--- src/rtl/adc_controller.sv ---
// ADS1115 single-shot conversion sequencer driving a byte-level I2C engine.
// Each conversion writes the config register, waits, sets the pointer, then reads the result.
module adc_controller #(
  parameter logic [6:0]  I2C_ADDR  = 7'h48,
  parameter int unsigned CONV_WAIT = 250000
) (
  input  logic        clk,
  input  logic        rst,
  input  logic [1:0]  adcChannel,
  input  logic        adcEnable,
  output logic [15:0] adcOutputData,
  output logic        adcDataReady,
  output logic [1:0]  i2cInstruction,
  output logic        i2cEnable,
  output logic [7:0]  i2cByteToSend,
  input  logic [7:0]  i2cByteReceived,
  input  logic        i2cComplete
);

  localparam logic [1:0] CMD_START = 2'd0;
  localparam logic [1:0] CMD_STOP  = 2'd1;
  localparam logic [1:0] CMD_READ  = 2'd2;
  localparam logic [1:0] CMD_WRITE = 2'd3;

  localparam int unsigned CW = (CONV_WAIT < 2) ? 1 : $clog2(CONV_WAIT + 1);
  localparam logic [CW-1:0] WAIT_LAST = CW'((CONV_WAIT == 0) ? 0 : CONV_WAIT - 1);

  typedef enum logic [2:0] {
    S_IDLE, S_CFG, S_WAIT, S_PTR, S_RD, S_DONE
  } state_t;

  state_t        state_q, state_d;
  logic [2:0]    step_q, step_d;
  logic          rel_q, rel_d;
  logic [CW-1:0] cnt_q, cnt_d;
  logic [1:0]    chan_q, chan_d;
  logic [7:0]    msb_q, msb_d;
  logic [7:0]    lsb_q, lsb_d;
  logic [15:0]   data_q, data_d;
  logic          rdy_q, rdy_d;

  logic [10:0]   cmd;
  logic          issuing;

  // Command table: {last step of sequence, instruction, byte}
  function automatic logic [10:0] cmd_lookup(input state_t st, input logic [2:0] step,
                                             input logic [1:0] ch);
    logic [10:0] c;
    c = {1'b1, CMD_STOP, 8'h00};
    case (st)
      S_CFG: begin
        case (step)
          3'd0:    c = {1'b0, CMD_START, 8'h00};
          3'd1:    c = {1'b0, CMD_WRITE, I2C_ADDR, 1'b0};
          3'd2:    c = {1'b0, CMD_WRITE, 8'h01};
          3'd3:    c = {1'b0, CMD_WRITE, 2'b11, ch, 4'b0011};
          3'd4:    c = {1'b0, CMD_WRITE, 8'h83};
          default: c = {1'b1, CMD_STOP, 8'h00};
        endcase
      end
      S_PTR: begin
        case (step)
          3'd0:    c = {1'b0, CMD_START, 8'h00};
          3'd1:    c = {1'b0, CMD_WRITE, I2C_ADDR, 1'b0};
          3'd2:    c = {1'b0, CMD_WRITE, 8'h00};
          default: c = {1'b1, CMD_STOP, 8'h00};
        endcase
      end
      S_RD: begin
        case (step)
          3'd0:    c = {1'b0, CMD_START, 8'h00};
          3'd1:    c = {1'b0, CMD_WRITE, I2C_ADDR, 1'b1};
          3'd2:    c = {1'b0, CMD_READ, 8'h00};
          3'd3:    c = {1'b0, CMD_READ, 8'h00};
          default: c = {1'b1, CMD_STOP, 8'h00};
        endcase
      end
      default: c = '0;
    endcase
    return c;
  endfunction

  assign cmd     = cmd_lookup(state_q, step_q, chan_q);
  assign issuing = ((state_q == S_CFG) || (state_q == S_PTR) || (state_q == S_RD)) && !rel_q;

  assign i2cEnable      = issuing;
  assign i2cInstruction = issuing ? cmd[9:8] : CMD_START;
  assign i2cByteToSend  = issuing ? cmd[7:0] : 8'h00;
  assign adcOutputData  = data_q;
  assign adcDataReady   = rdy_q;

  always_comb begin
    state_d = state_q;
    step_d  = step_q;
    rel_d   = rel_q;
    cnt_d   = cnt_q;
    chan_d  = chan_q;
    msb_d   = msb_q;
    lsb_d   = lsb_q;
    data_d  = data_q;
    rdy_d   = 1'b0;
    case (state_q)
      S_IDLE: begin
        if (adcEnable) begin
          chan_d  = adcChannel;
          step_d  = 3'd0;
          rel_d   = 1'b0;
          state_d = S_CFG;
        end
      end
      S_CFG, S_PTR, S_RD: begin
        if (!rel_q) begin
          if (i2cComplete) begin
            rel_d = 1'b1;
            if (state_q == S_RD && step_q == 3'd2) msb_d = i2cByteReceived;
            if (state_q == S_RD && step_q == 3'd3) lsb_d = i2cByteReceived;
          end
        end else if (!i2cComplete) begin
          // Engine has acknowledged the drop of enable; move to the next command
          rel_d = 1'b0;
          if (cmd[10]) begin
            step_d = 3'd0;
            case (state_q)
              S_CFG: begin
                cnt_d   = '0;
                state_d = (CONV_WAIT == 0) ? S_PTR : S_WAIT;
              end
              S_PTR:   state_d = S_RD;
              default: state_d = S_DONE;
            endcase
          end else begin
            step_d = step_q + 3'd1;
          end
        end
      end
      S_WAIT: begin
        if (cnt_q == WAIT_LAST) begin
          cnt_d   = '0;
          state_d = S_PTR;
        end else begin
          cnt_d = cnt_q + CW'(1);
        end
      end
      S_DONE: begin
        data_d = {msb_q, lsb_q};
        rdy_d  = 1'b1;
        step_d = 3'd0;
        rel_d  = 1'b0;
        if (adcEnable) begin
          chan_d  = adcChannel;
          state_d = S_CFG;
        end else begin
          state_d = S_IDLE;
        end
      end
      default: state_d = S_IDLE;
    endcase
  end

  always_ff @(posedge clk or posedge rst) begin
    if (rst) begin
      state_q <= S_IDLE;
      step_q  <= '0;
      rel_q   <= 1'b0;
      cnt_q   <= '0;
      chan_q  <= '0;
      msb_q   <= '0;
      lsb_q   <= '0;
      data_q  <= '0;
      rdy_q   <= 1'b0;
    end else begin
      state_q <= state_d;
      step_q  <= step_d;
      rel_q   <= rel_d;
      cnt_q   <= cnt_d;
      chan_q  <= chan_d;
      msb_q   <= msb_d;
      lsb_q   <= lsb_d;
      data_q  <= data_d;
      rdy_q   <= rdy_d;
    end
  end

endmodule

--- config.mk ---
export PLATFORM = sky130hd
export DESIGN_NAME = adc_controller
export DESIGN_NICKNAME = d
export VERILOG_FILES = /design/src/rtl/adc_controller.sv
export SDC_FILE = /design/constraint.sdc
export NUM_CORES = 1
export LEC_CHECK = 0
export ABC_AREA = 1
export BUFFER_PORTS_ARGS = -buffer_cell sky130_fd_sc_hd__clkbuf_2
export CORE_UTILIZATION = 32
export DETAILED_ROUTE_END_ITERATION = 10
export PLACE_DENSITY_LB_ADDON = 0.3
export REMOVE_ABC_BUFFERS = 1
export SYNTH_ARGS = -nofsm -noshare
export SYNTH_HDL_FRONTEND = slang
export SYNTH_SLANG_ARGS = --single-unit
--- constraint.sdc ---
create_clock -name clk -period 2.35 [get_ports clk]
set_input_delay 0.1175 -clock clk [delete_from_list [all_inputs] [get_ports clk]]
set_output_delay 0.1175 -clock clk [all_outputs]
set_load 0.02 [all_outputs]
---- Word level (Yosys, flattened, before mapping) ----
Cells that the tools add are included.
operators by class
  add/subtract/negate cells ............... 2
  equality and inequality tests ........... 16
  mux-type cells .......................... 29
  bitwise gates (word level) .............. 1
  reduce and logical (&&, ||, !) cells .... 20
operators by type and width
  kind                   count
  $pmux 11 s3            3
  $mux 18                5
  $pmux 11 s5            1
  $pmux 18 s2            1
  $mux 3                 9
  $add 18x1->18 const B  1
  $eq 18x18->1 const B   1
  $eq 3x2->1 const B     4
  $ne 2x2->1 const B     6
  $pmux 3 s4             1
  $reduce_and 4->1       3
  $reduce_and 5->1       2
  $eq 3x3->1 const B     3
  $pmux 3 s3             1
  $mux 8                 1
  $eq 3x1->1 const B     2
  $logic_not 3->1        2
  $pmux 3 s2             1
  $mux 1                 4
  $reduce_and 2->1       2
  $reduce_or 2->1        2
  $add 3x1->3 const B    1
  $logic_and 1x1->1      3
  $pmux 1 s3             1
  other kinds (7)        8
storage, ports and cells
  flip-flop bits (word level) ............. 60
  bits of input ports ..................... 14
  output and inout port bits .............. 28
  logic and storage cells ................. 77

---- Depth between registers and ports, before layout ----
Gate-level depths: netlist (run 1).
  depth after elaboration ................. 8
  mapped depth ............................ 13
  depth with buffers taken out ............ 12

---- Least setup slack after synthesis (run 1) ----
No wires, ideal clock.
  path kind ............................... reg2reg
  start ................................... register step_q[1]
  end ..................................... register cnt_q[12]
  setup time .............................. 0.117 ns
  data arrival time ....................... 1.595 ns
  data required time ...................... 2.233 ns
  setup slack ............................. 0.638 ns
  stages on the path, launching flop included .. 12
  buffers on the path ..................... 1
  clock period less this slack ............ 1.712 ns
  cells stage by stage .................... dfrtp_1 -> inv_1 -> ha_1 -> o21ai_1 -> nand3_1 -> nor2_2 -> nor2_4 -> nor2_8 -> nand2_4 -> buf_6 -> nand2_1 -> nand2_1
on the way
  longest elaborated chain between the ends .. 6
  elaborated cells between the ends (all ways) .. 12
  classes of those cells .................. 5 x eq/ne; 4 x mux; 3 x reduce/logical
ends and longest elaborated chain
  item                            RTL line    source
  from (decl)                     33          logic [2:0] step_q, step_d;
  from (signal assigned)          173         step_q <= step_d;
  $eq 3x2->1 (on tied branches)   52, 62, 70
  $reduce_or 2->1 (no line)       --
  $pmux 11 s3                     70          case (step)
  $pmux 11 s3 (*)                 50          case (st)
  $ne 2x2->1 (no line) (*)        --
  $reduce_and 5->1 (no line) (*)  --
  to (signal assigned)            175         cnt_q <= cnt_d;
  to (decl)                       35          logic [CW-1:0] cnt_q, cnt_d;
Every way passes the cells marked *; elsewhere a longest branch is shown, timed or not.
A chain may end at the register's enable or synchronous reset.

---- Worst setup path after layout (run 1) ----
  start ................................... register state_q[1]
  end ..................................... output i2cByteToSend[4]
on the way
  longest elaborated chain between the ends .. 5
  elaborated cells between the ends (all ways) .. 8
  classes of those cells .................. 3 x eq/ne; 2 x mux; 3 x reduce/logical
ends and longest elaborated chain
  item                                             RTL line  source
  from (decl)                                      32        state_t state_q, state_d;
  from (signal assigned)                           172       state_q <= state_d;
  $eq 3x1->1 / $eq 3x2->1 (equally long branches)  50, 84
  $logic_or 1x1->1 (2 in a row)                    84        assign issuing = ((state_q == S_CFG) || (state_q == S_PTR) || (state_q == S_RD)) && !rel_q;
  $logic_and 1x1->1                                84
  $mux 8 (*)                                       88        assign i2cByteToSend = issuing ? cmd[7:0] : 8'h00;
  to (decl)                                        15        output logic [7:0] i2cByteToSend,
Marks and branches as above.

==> flow_summary.json, run 1 <==
{
  "outcome": "complete, but fails checks",
  "violations": "hold timing",
  "root_buffer": "clkbuf_8",
  "hold_ws_ns": -0.0271,
  "wirelength_mm": 7.07,
  "hold_viol": 25,
  "async_flop_share_pct": 100,
  "vias_per_cell": 4.64,
  "arrival_ns": 1.93,
  "combPwrFrac_pct": 40.0,
  "netlist_instances": 427,
  "dp_hpwl_mm": 5.05,
  "grt_usage_pct": 14.9,
  "p_per_area_nw_per_um2": 1170,
  "switching_share_pct": 44.2,
  "crit_fanout": 7,
  "worst_setup_path_start_kind": "register",
  "p_int_mw": 2.44,
  "cp.required_ns": 2.23,
  "routedWlPerCell_um": 11.6,
  "fin_skew_ns": 0.00575,
  "synth_area_leaders": "dfrtp_1, nand2_1, inv_1, nand3_1, o21ai_0",
  "crit_start": "state_q[1]$_DFFE_PP0P_",
  "clock_power_share_pct": 21.3,
  "io_buffers": 39,
  "start_util_pct": 32.8,
  "cts_made_buffers": 9,
  "power.switching_mw": 1.93,
  "place_ws_ns": 0.505,
  "n_antenna_cell": 0,
  "drive_gt1_share_pct": 16.2,
  "synth_flop_cell": "dfrtp_1",
  "seq_power_share_pct": 38.7,
  "nFillCells": 1056,
  "grt_max_degree": 61,
  "syn_area_per_cell_um2": 7.48,
  "core_area_um2": 9730,
  "fin_ws_ns": 0.304,
  "grt_pass1_wl_mm": 12.1,
  "dr.pass1.iters": 4,
  "area_growth_syn_to_layout_pct": 16.8,
  "ir_drop_mv": 0.436,
  "first_global_vias": 2661,
  "ff2ff_setup_slack_ns": 0.49,
  "die_h_um": 102,
  "clkLatencyLatePin_ns": 0.33,
  "fp.dieW_um": 102,
  "drtAntennaViolNets": 0,
  "min_period_ns": 2.05,
  "post-route-drc-count": 0,
  "regToRegStartpoint": "step_q[1]$_DFFE_PP0P_",
  "worst_pin_slew_ns": 0.750,
  "hold_buffers": 0,
  "ys_top_cells_by_count": "nand2_1, dfrtp_1, inv_1, nand3_1, nor2_1",
  "cts_resized": 0,
  "cts_num_sinks": 60,
  "drt_iter0_markers": 166,
  "pin_count": 42,
  "p_leak_nw": 1.97,
  "place.gp.congestion": 0.894,
  "synth_top_area_share_pct": 47.0,
  "hold_class": "primary input to async pin",
  "synth_most_common_cell": "nand2_1",
  "cts_buffer_depth": 2,
  "synth_top_area_cell": "dfrtp_1",
  "endpoint_kind": "output port",
  "rsz0062_at_grt": "no",
  "grt_overflow": 0,
  "fin_setup_tns_ns": 0,
  "multi_input_area_um2": 1470,
  "final_nets": 490,
  "antenna_found_initial": 0,
  "yosysWarnings": 0,
  "finalCritPeriodShare_pct": 87.1,
  "relSlewSlack_pct": 50.0,
  "slew_viol_final": 0,
  "synth_cell_types": 37,
  "htree_levels": 3,
  "synth-edff-count": 0,
  "clk_pin_slew_ns": 0.07,
  "vias": 2822,
  "maxCapViolCount": 0,
  "ys_seq_elements": 60,
  "syn_area_um2": 3190,
  "fmax_mhz": 489,
  "rows": 36,
  "register_area_um2": 1500,
  "setup_viol": 0,
  "criticalPathCategory": "register to output port",
  "post_cts_buffers": 0,
  "tritoncts": "built",
  "seq_area_frac_synth_pct": 47.0,
  "dieArea_um2": 10400
}
-- routing by layer --
metal | global-route usage (%) | wire [um]
met1 | 19.4 | 3300
met2 | 24.3 | 3360
met3 | 3.63 | 301
met4 | 5.16 | 102
met5 | 0 | 0
-- cell usage in the layout (no fill, tap or decap), drive strengths merged, types with 2 or more instances in the layout --
cell and count:
o211ai 2, buf 3, nor2 31, clkbuf 49
o21ai 24, and2 2, nand3 29, inv 46
ha 6, dfrtp 60, mux2 2, clkinv 3
clkinvlp 2, a21oi 7, nor3 9, a211oi 2
nand4 11, conb 2, or2 2, xor2 3
nand3b 2, nand2 172
-- sequential cells by signal, indices dropped and copies added, names as in the netlist --
| name | cells |
|---|---|
| cnt_q | 18 |
| state_q | 3 |
| step_q | 3 |
| msb_q | 8 |
| adcDataReady | 1 |
| chan_q | 2 |
| rel_q | 1 |
| lsb_q | 8 |
| adcOutputData | 16 |
-- final timing paths --
check                                                endpoint  depth (start not counted)
max in group asynchronous       adcOutputData[12]$_DFFE_PP0P_                          3
worst min-delay path                    cnt_q[11]$_DFFE_PP0P_                          3
worst max register to register          cnt_q[10]$_DFFE_PP0P_                         10
min in group clk                        chan_q[0]$_DFFE_PP0P_                          2
worst min register to register  adcOutputData[15]$_DFFE_PP0P_                          2
worst max-delay path                         i2cByteToSend[4]                          6
-- critical path, stage by stage (launching register included) --
cell and delay (ns):
dfrtp_1 0.49, nor2_1 0.17, nand2_1 0.15, nand2_1 0.16
nand2_2 0.13, a211oi_1 0.28, clkbuf_2 0.22
-- through the flow --
step	area (um2)	utilization [%]	hold slack, ns	instances	total power, mW
final	3730	38.3	-0.0271	608	4.36
after global placement	3530	36.3	0.355	592	3.41
after global routing	3730	38.3	0.00334	608	4.75
after floorplan	3140	-	0.268	417	2.96
after CTS	3730	38.3	0.00560	608	4.40
after detailed placement	3530	36.3	0.357	592	3.45
-- area by class of cell --
type / instances / area share [%]
clock buffer: 10 / 3.69
timing repair buffer: 42 / 5.84
inverter: 46 / 4.63
tap: 133 / 4.46
clock inverter: 6 / 1.71
multi-input combinational: 311 / 39.4
sequential: 60 / 40.3
-- power by group through the flow --
stage | combinational, mW | clock (mW) | sequential, mW
after floorplan | 1.30 | 0 | 1.66
after global placement | 1.72 | 0 | 1.69
after detailed placement | 1.75 | 0 | 1.70
after CTS | 1.75 | 0.962 | 1.68
after global routing | 2.00 | 1.01 | 1.74
final | 1.75 | 0.931 | 1.69
-- kinds of logic after synthesis --
family,share of synthesized area (%)
XOR/XNOR,1.10
buffers and inverters,7.21
other,0.117
AND/OR/NAND/NOR,35.0
multiplexers,0.705
AO/OA/AOI/OAI,6.50
adder cells (fa/ha/maj),2.35
flip-flops,47.0
Note: power is estimated with default switching activity, not from simulation.
==> inputs of run 2 (changes only) <==
--- a/config.mk
+++ b/config.mk
@@ -5,7 +5,7 @@
 export SDC_FILE = /design/constraint.sdc
 export NUM_CORES = 1
 export LEC_CHECK = 0
-export ABC_AREA = 1
+export ABC_AREA = 0
 export BUFFER_PORTS_ARGS = -buffer_cell sky130_fd_sc_hd__clkbuf_2
 export CORE_UTILIZATION = 32
 export DETAILED_ROUTE_END_ITERATION = 10
==> run 2 against run 1 <==
Compared with the run above: the run now ends clean; wire length down 6.5%; final cell count shrank 20%; count of clock-buffer cells in the layout did not move; setup slack worse by 0.14 ns; non-clock buffer count increased by 11; critical path depth grew 2; hold slack improved by 0.045 ns; power shrank 10%; global-route usage decreased by 0.98 points; register-to-register slack got worse by 0.28 ns; combinational power is 14% lower; maximum frequency shrank 6.5%; critical path type unchanged; largest cell class unchanged; largest power group unchanged.
==> flow_summary.json, run 2 <==
{
  "async_flop_share_pct": 100,
  "start_util_pct": 33.5,
  "path_delay_family": "compound AO/OA/AOI/OAI gates",
  "clk_pin_slew_ns": 0.07,
  "top_layer": "met4",
  "n_antenna_cell": 0,
  "io_buffers": 39,
  "route.met2.wl_mm": 3.00,
  "post-route-drc-count": 0,
  "dp_hpwl_mm": 4.50,
  "ir_drop_mv": 0.407,
  "fin_ws_ns": 0.161,
  "top_register": "cnt_q",
  "p_leak_nw": 1.71,
  "routedWlPerCell_um": 13.6,
  "synth_area_leaders": "dfrtp_1, mux2_2, o21ai_0, nand2_1, ha_1",
  "ys_seq_elements": 60,
  "min_to": "chan_q[1]$_DFFE_PP0P_",
  "layout_common_cells": "dfrtp_1, clkbuf_2, mux2_2",
  "drive_gt1_share_pct": 31.5,
  "clkLatencyLatePin_ns": 0.33,
  "drt_iter0_markers": 111,
  "hold_class": "primary input to register",
  "root_buffer": "clkbuf_8",
  "wl_met3_um": 321,
  "layout_commonest_cell": "dfrtp_1",
  "synth_top_area_cell": "dfrtp_1",
  "netlist_instances": 301,
  "synth_most_common_cell": "dfrtp_1",
  "synth_cell_types": 54,
  "syn_area_um2": 3120,
  "nFillCells": 912,
  "criticalPathCategory": "register to output port",
  "grt_overflow": 0,
  "outcome": "finished clean",
  "grt_max_degree": 43,
  "fp.dieW_um": 101,
  "antenna_found_initial": 0,
  "cts_num_sinks": 60,
  "cts_buffer_depth": 2,
  "fin_skew_ns": 0.00773,
  "dr.pass1.iters": 5,
  "worst_pin_slew_ns": 0.537,
  "arrival_ns": 2.07,
  "syn_area_per_cell_um2": 10.4,
  "finalCritPeriodShare_pct": 93.2,
  "multi_input_area_um2": 1490,
  "synthMuxAreaShare_pct": 12.6,
  "slew_viol_final": 0,
  "worst_setup_path_start_kind": "register",
  "crit_fanout": 7,
  "first_global_vias": 2245,
  "fmax_mhz": 457,
  "hold_ws_ns": 0.0178,
  "p_per_area_nw_per_um2": 1050,
  "path_common_cell": "nand2_1",
  "worstPathCellList": "inv_1 > ha_1 > nand2_1 > a21boi_0 > o22ai_1 > nand2_1 > a21oi_1 > clkbuf_2",
  "vias_per_cell": 5.09,
  "register_area_um2": 1500,
  "tritoncts": "built",
  "synthSimpleGateAreaFrac_pct": 17.4,
  "wl_met1_mm": 3.23,
  "grt_usage_pct": 13.9,
  "yosysWarnings": 0,
  "crit_path_top_delay_cell": "dfrtp_2",
  "pin_count": 42,
  "relSlewSlack_pct": 63.9,
  "place_ws_ns": 0.176,
  "synth_compound_area_share_pct": 14.6,
  "min_period_ns": 2.19,
  "core_area_um2": 9330,
  "area_growth_syn_to_layout_pct": 19.9,
  "whs_path_depth": 2,
  "wirelength_mm": 6.61,
  "ff2ff_setup_slack_ns": 0.21,
  "place.gp.congestion": 0.867,
  "seq_area_frac_synth_pct": 48.1,
  "synth_top_area_share_pct": 48.1,
  "slowest_delay_ns": 0.45,
  "largest_reg_flops": 18,
  "endpoint_kind": "output port",
  "min-delay-start": "adcChannel[1]",
  "synthAdderAreaFrac_pct": 2.41,
  "path_buf_inv": 2,
  "synth_flop_cell": "dfrtp_1",
  "dieArea_um2": 10200,
  "reg2reg_to": "cnt_q[5]$_DFFE_PP0P_",
  "die_h_um": 101,
  "synth-edff-count": 0,
  "cp.required_ns": 2.23,
  "synth_xor_area_share_pct": 0.281,
  "maxCapViolCount": 0,
  "hold_viol": 0,
  "setup_viol": 0,
  "rr_worst_depth": 7,
  "rows": 35,
  "cts_made_buffers": 9,
  "regToRegStartpoint": "step_q[0]$_DFFE_PP0P_",
  "vias": 2469,
  "ys_top_cells_by_count": "dfrtp_1, mux2_2, nand2_1, o21ai_0, nor2_1",
  "synth_top_family_by_area": "simple AND/OR/NAND/NOR gates",
  "fin_util_pct": 40.1,
  "drtAntennaViolNets": 0,
  "grt_pass1_wl_mm": 11.1,
  "final_nets": 372,
  "htree_levels": 3
}
==> run 2: metrics by stage <==
stage	total power [mW]	std cells	area (um2)	TNS, ns
after global routing	4.20	485	3740	-0.00329
final	3.92	485	3740	0
after CTS	3.94	484	3730	0
after floorplan	2.45	288	3040	0
after detailed placement	2.93	468	3510	0
after global placement	2.91	468	3510	0
==> run 2: how the worst max path moves through the flow <==
| stage | from | to | slack [ns] | depth (start not counted) |
|---|---|---|---|---|
| after floorplan | step_q[1]$_DFFE_PP0P_ | cnt_q[4]$_DFFE_PP0P_ | 0.11 | 7 |
| after global placement | step_q[1]$_DFFE_PP0P_ | cnt_q[17]$_DFFE_PP0P_ | 0.24 | 6 |
| after detailed placement | step_q[1]$_DFFE_PP0P_ | cnt_q[5]$_DFFE_PP0P_ | 0.18 | 6 |
| after CTS | step_q[1]$_DFFE_PP0P_ | i2cByteToSend[4] | 0.03 | 7 |
| after global routing | step_q[1]$_DFFE_PP0P_ | i2cInstruction[0] | -0.003 | 8 |
| final | step_q[1]$_DFFE_PP0P_ | i2cInstruction[1] | 0.16 | 8 |
==> run 2: cells by family (layout without fill, tap and decap cells) <==
family | Yosys count | in the layout
AND/OR/NAND/NOR | 102 | 102
adder cells (fa/ha/maj) | 6 | 6
other | 1 | 2
multiplexers | 35 | 35
flip-flops | 60 | 60
XOR/XNOR | 1 | 1
buffers and inverters | 29 | 83
AO/OA/AOI/OAI | 67 | 67
==> run 2: report_power, final <==
| part | internal (mW) | switching [mW] | total, mW |
|---|---|---|---|
| Clock | 0.588 | 0.394 | 0.982 |
| Combinational | 0.628 | 0.872 | 1.50 |
| Sequential | 1.23 | 0.209 | 1.44 |
==> run 2: repair_timing <==
action	CTS	global route
endpoints found under the hold margin	18	0
setup buffers	0	1
hold buffers	1	0
gates resized for setup	0	3
endpoints found under the setup margin	0	1
==> run 2: cell type report <==
class	count	share of cell area [%]
clock inverters	5	2.07
clock buffers	10	3.41
flip-flops and latches	60	40.2
inverters	15	1.51
repair buffers	53	8.76
well taps	129	4.31
multi-input cells	213	39.8
==> run 2: worst register-to-register path: cells and delay by family (launching register included) <==
kind | cells | cell delay, ns
adder cells (fa/ha/maj) | 1 | 0.26
AND/OR/NAND/NOR | 1 | 0.38
buffers and inverters | 2 | 0.25
AO/OA/AOI/OAI | 3 | 0.74
flip-flops | 1 | 0.40
==> run 2: metal layers <==
layer | up-vias | track usage [%]
li1 | 1194 | -
met1 | 1200 | 19.4
met2 | 66 | 21.0
met4 | 0 | 3.01
met3 | 9 | 4.58
met5 | - | 0
==> inputs of run 3 (changes only) <==
--- a/config.mk
+++ b/config.mk
@@ -7,6 +7,7 @@
 export LEC_CHECK = 0
 export ABC_AREA = 0
 export BUFFER_PORTS_ARGS = -buffer_cell sky130_fd_sc_hd__clkbuf_2
+export CORE_MARGIN = 1.5
 export CORE_UTILIZATION = 32
 export DETAILED_ROUTE_END_ITERATION = 10
 export PLACE_DENSITY_LB_ADDON = 0.3
==> run 3 against run 2 <==
Compared with the run above: utilization down 0.054 points; via count down 0.97%; count of clock-buffer cells in the layout decreased by 1; power decreased by 3.0%; wire length fell by 3.3%; die area grew 2.0%; non-clock buffer count down 2; clock skew barely moved; first-iteration DRC count grew 18%; critical path depth shrank 4; setup slack worse by 0.032 ns; flip-flop and latch count is the same.
==> flow_summary.json, run 3 (synthesis results as in run 2) <==
{
  "crit_fanout": 13,
  "fin_skew_ns": 0.00814,
  "register_area_um2": 1500,
  "ff2ff_setup_slack_ns": 0.20,
  "criticalPathCategory": "register to output port",
  "die_h_um": 102,
  "cp.required_ns": 2.23,
  "place_ws_ns": 0.200,
  "area_growth_syn_to_layout_pct": 19.7,
  "fin_ws_ns": 0.129,
  "combPwrFrac_pct": 37.0,
  "start_util_pct": 33.5,
  "outcome": "finished clean",
  "n_antenna_cell": 0,
  "clock_power_share_pct": 23.9,
  "clk_pin_slew_ns": 0.07,
  "grt_overflow": 0,
  "htree_levels": 3,
  "post_cts_buffers": 0,
  "slew_viol_final": 0,
  "hold_viol": 0,
  "worstPathCellList": "or3b_4 > nor3b_1 > and2_1 > clkbuf_2",
  "pin_count": 42,
  "p_leak_nw": 1.70,
  "routedWlPerCell_um": 13.2,
  "drtAntennaViolNets": 0,
  "maxCapViolCount": 0,
  "path_buf_inv": 1,
  "fin_cells": 484,
  "worst_pin_slew_ns": 0.813,
  "grt_usage_pct": 13.3,
  "worst_setup_path_start_kind": "register",
  "path_delay_family": "simple AND/OR/NAND/NOR gates",
  "vias_per_cell": 5.05,
  "core_area_um2": 9330,
  "relSlewSlack_pct": 45.8,
  "tritoncts": "built",
  "rows": 35,
  "cts_made_buffers": 9,
  "p_int_mw": 2.33,
  "cts_num_sinks": 60,
  "grt_pass1_wl_mm": 11.0,
  "ir_drop_mv": 0.288,
  "endpoint_kind": "output port",
  "first_global_vias": 2302,
  "largest_reg_flops": 18,
  "rr_worst_depth": 7,
  "rsz0062_at_grt": "no",
  "p_total_mw": 3.81,
  "dp_hpwl_mm": 4.57,
  "antenna_found_initial": 0,
  "hold_class": "primary input to register",
  "whs_path_depth": 2,
  "dr.pass1.iters": 4,
  "power.switching_mw": 1.48,
  "fin_setup_tns_ns": 0,
  "setup_viol": 0,
  "drive_gt1_share_pct": 31.8,
  "arrival_ns": 2.10,
  "io_buffers": 39,
  "cp.depth": 4,
  "seq_power_share_pct": 39.1,
  "switching_share_pct": 38.8,
  "drt_iter0_markers": 131,
  "fin_util_pct": 40.1,
  "wirelength_mm": 6.39,
  "vias": 2445,
  "place_inst": 466,
  "place.gp.congestion": 0.910,
  "fp.dieW_um": 102,
  "multi_input_area_um2": 1500,
  "dieArea_um2": 10400,
  "root_buffer": "clkbuf_8",
  "finalCritPeriodShare_pct": 94.5,
  "top_register": "cnt_q",
  "clkLatencyLatePin_ns": 0.33,
  "cts_buffer_depth": 2,
  "final_nets": 370,
  "grt_max_degree": 38,
  "nFillCells": 900,
  "slowest_delay_ns": 0.58,
  "layout_common_cells": "dfrtp_1, clkbuf_2, mux2_2",
  "post-route-drc-count": 0,
  "p_per_area_nw_per_um2": 1020,
  "layout_commonest_cell": "dfrtp_1",
  "min_period_ns": 2.22,
  "crit_path_top_delay_cell": "dfrtp_1",
  "fmax_mhz": 450
}
run 3: area by class of cell:
cell class              instances  share of cell area [%]
well taps                     129                    4.32
flip-flops and latches         60                    40.2
multi-input cells             213                    40.2
inverters                      15                    1.51
clock buffers                   9                    3.32
repair buffers                 51                    8.44
clock inverters                 7                    2.01
run 3: final timing paths:
kind                                         from                             to
setup / recovery           state_q[0]$_DFFE_PP0P_               i2cByteToSend[5]
min in group asynchronous                     rst  adcOutputData[14]$_DFFE_PP0P_
setup reg to reg            step_q[0]$_DFFE_PP0P_          cnt_q[17]$_DFFE_PP0P_
hold reg to reg              lsb_q[7]$_DFFE_PP0P_           lsb_q[7]$_DFFE_PP0P_
hold / removal                      adcChannel[0]          chan_q[0]$_DFFE_PP0P_
max in group asynchronous                     rst   adcOutputData[2]$_DFFE_PP0P_
run 3: power groups by stage:
stage	combinational, mW	sequential, mW	clock (mW)
finish	1.41	1.49	0.909
global route	1.59	1.53	0.995
CTS	1.40	1.48	0.950
detailed placement	1.39	1.50	0
global placement	1.38	1.50	0
floorplan	0.979	1.47	0
run 3: what timing repair did:
action | in CTS | in global routing
endpoints found under the setup margin | 0 | 5
gates resized for setup | 0 | 6
hold buffers | 2 | 0
hold endpoints to repair | 24 | 0
run 3: worst reg2reg max path, stage by stage (launching register included):
cell and delay (ns):
dfrtp_1 0.41, inv_1 0.08, ha_1 0.27, or3_4 0.37, a211oi_4 0.28, o31ai_2 0.11, buf_12 0.16, a221o_1 0.35
run 3: through the flow:
step / hold WS, ns / cell area [um2]
final: 0.0307 / 3740
after global routing: 0.0222 / 3740
after CTS: 0.00877 / 3710
after detailed placement: 0.181 / 3500
after global placement: 0.180 / 3500
after floorplan: 0.259 / 3040
run 3: routing by layer:
layer / up-vias / share of wire (%) / GRT usage [%]
li1: 1192 / - / -
met1: 1189 / 49 / 17.9
met2: 58 / 46 / 21.2
met3: 6 / 4.1 / 2.83
met4: 0 / 1.1 / 4.81
met5: - / 0 / 0
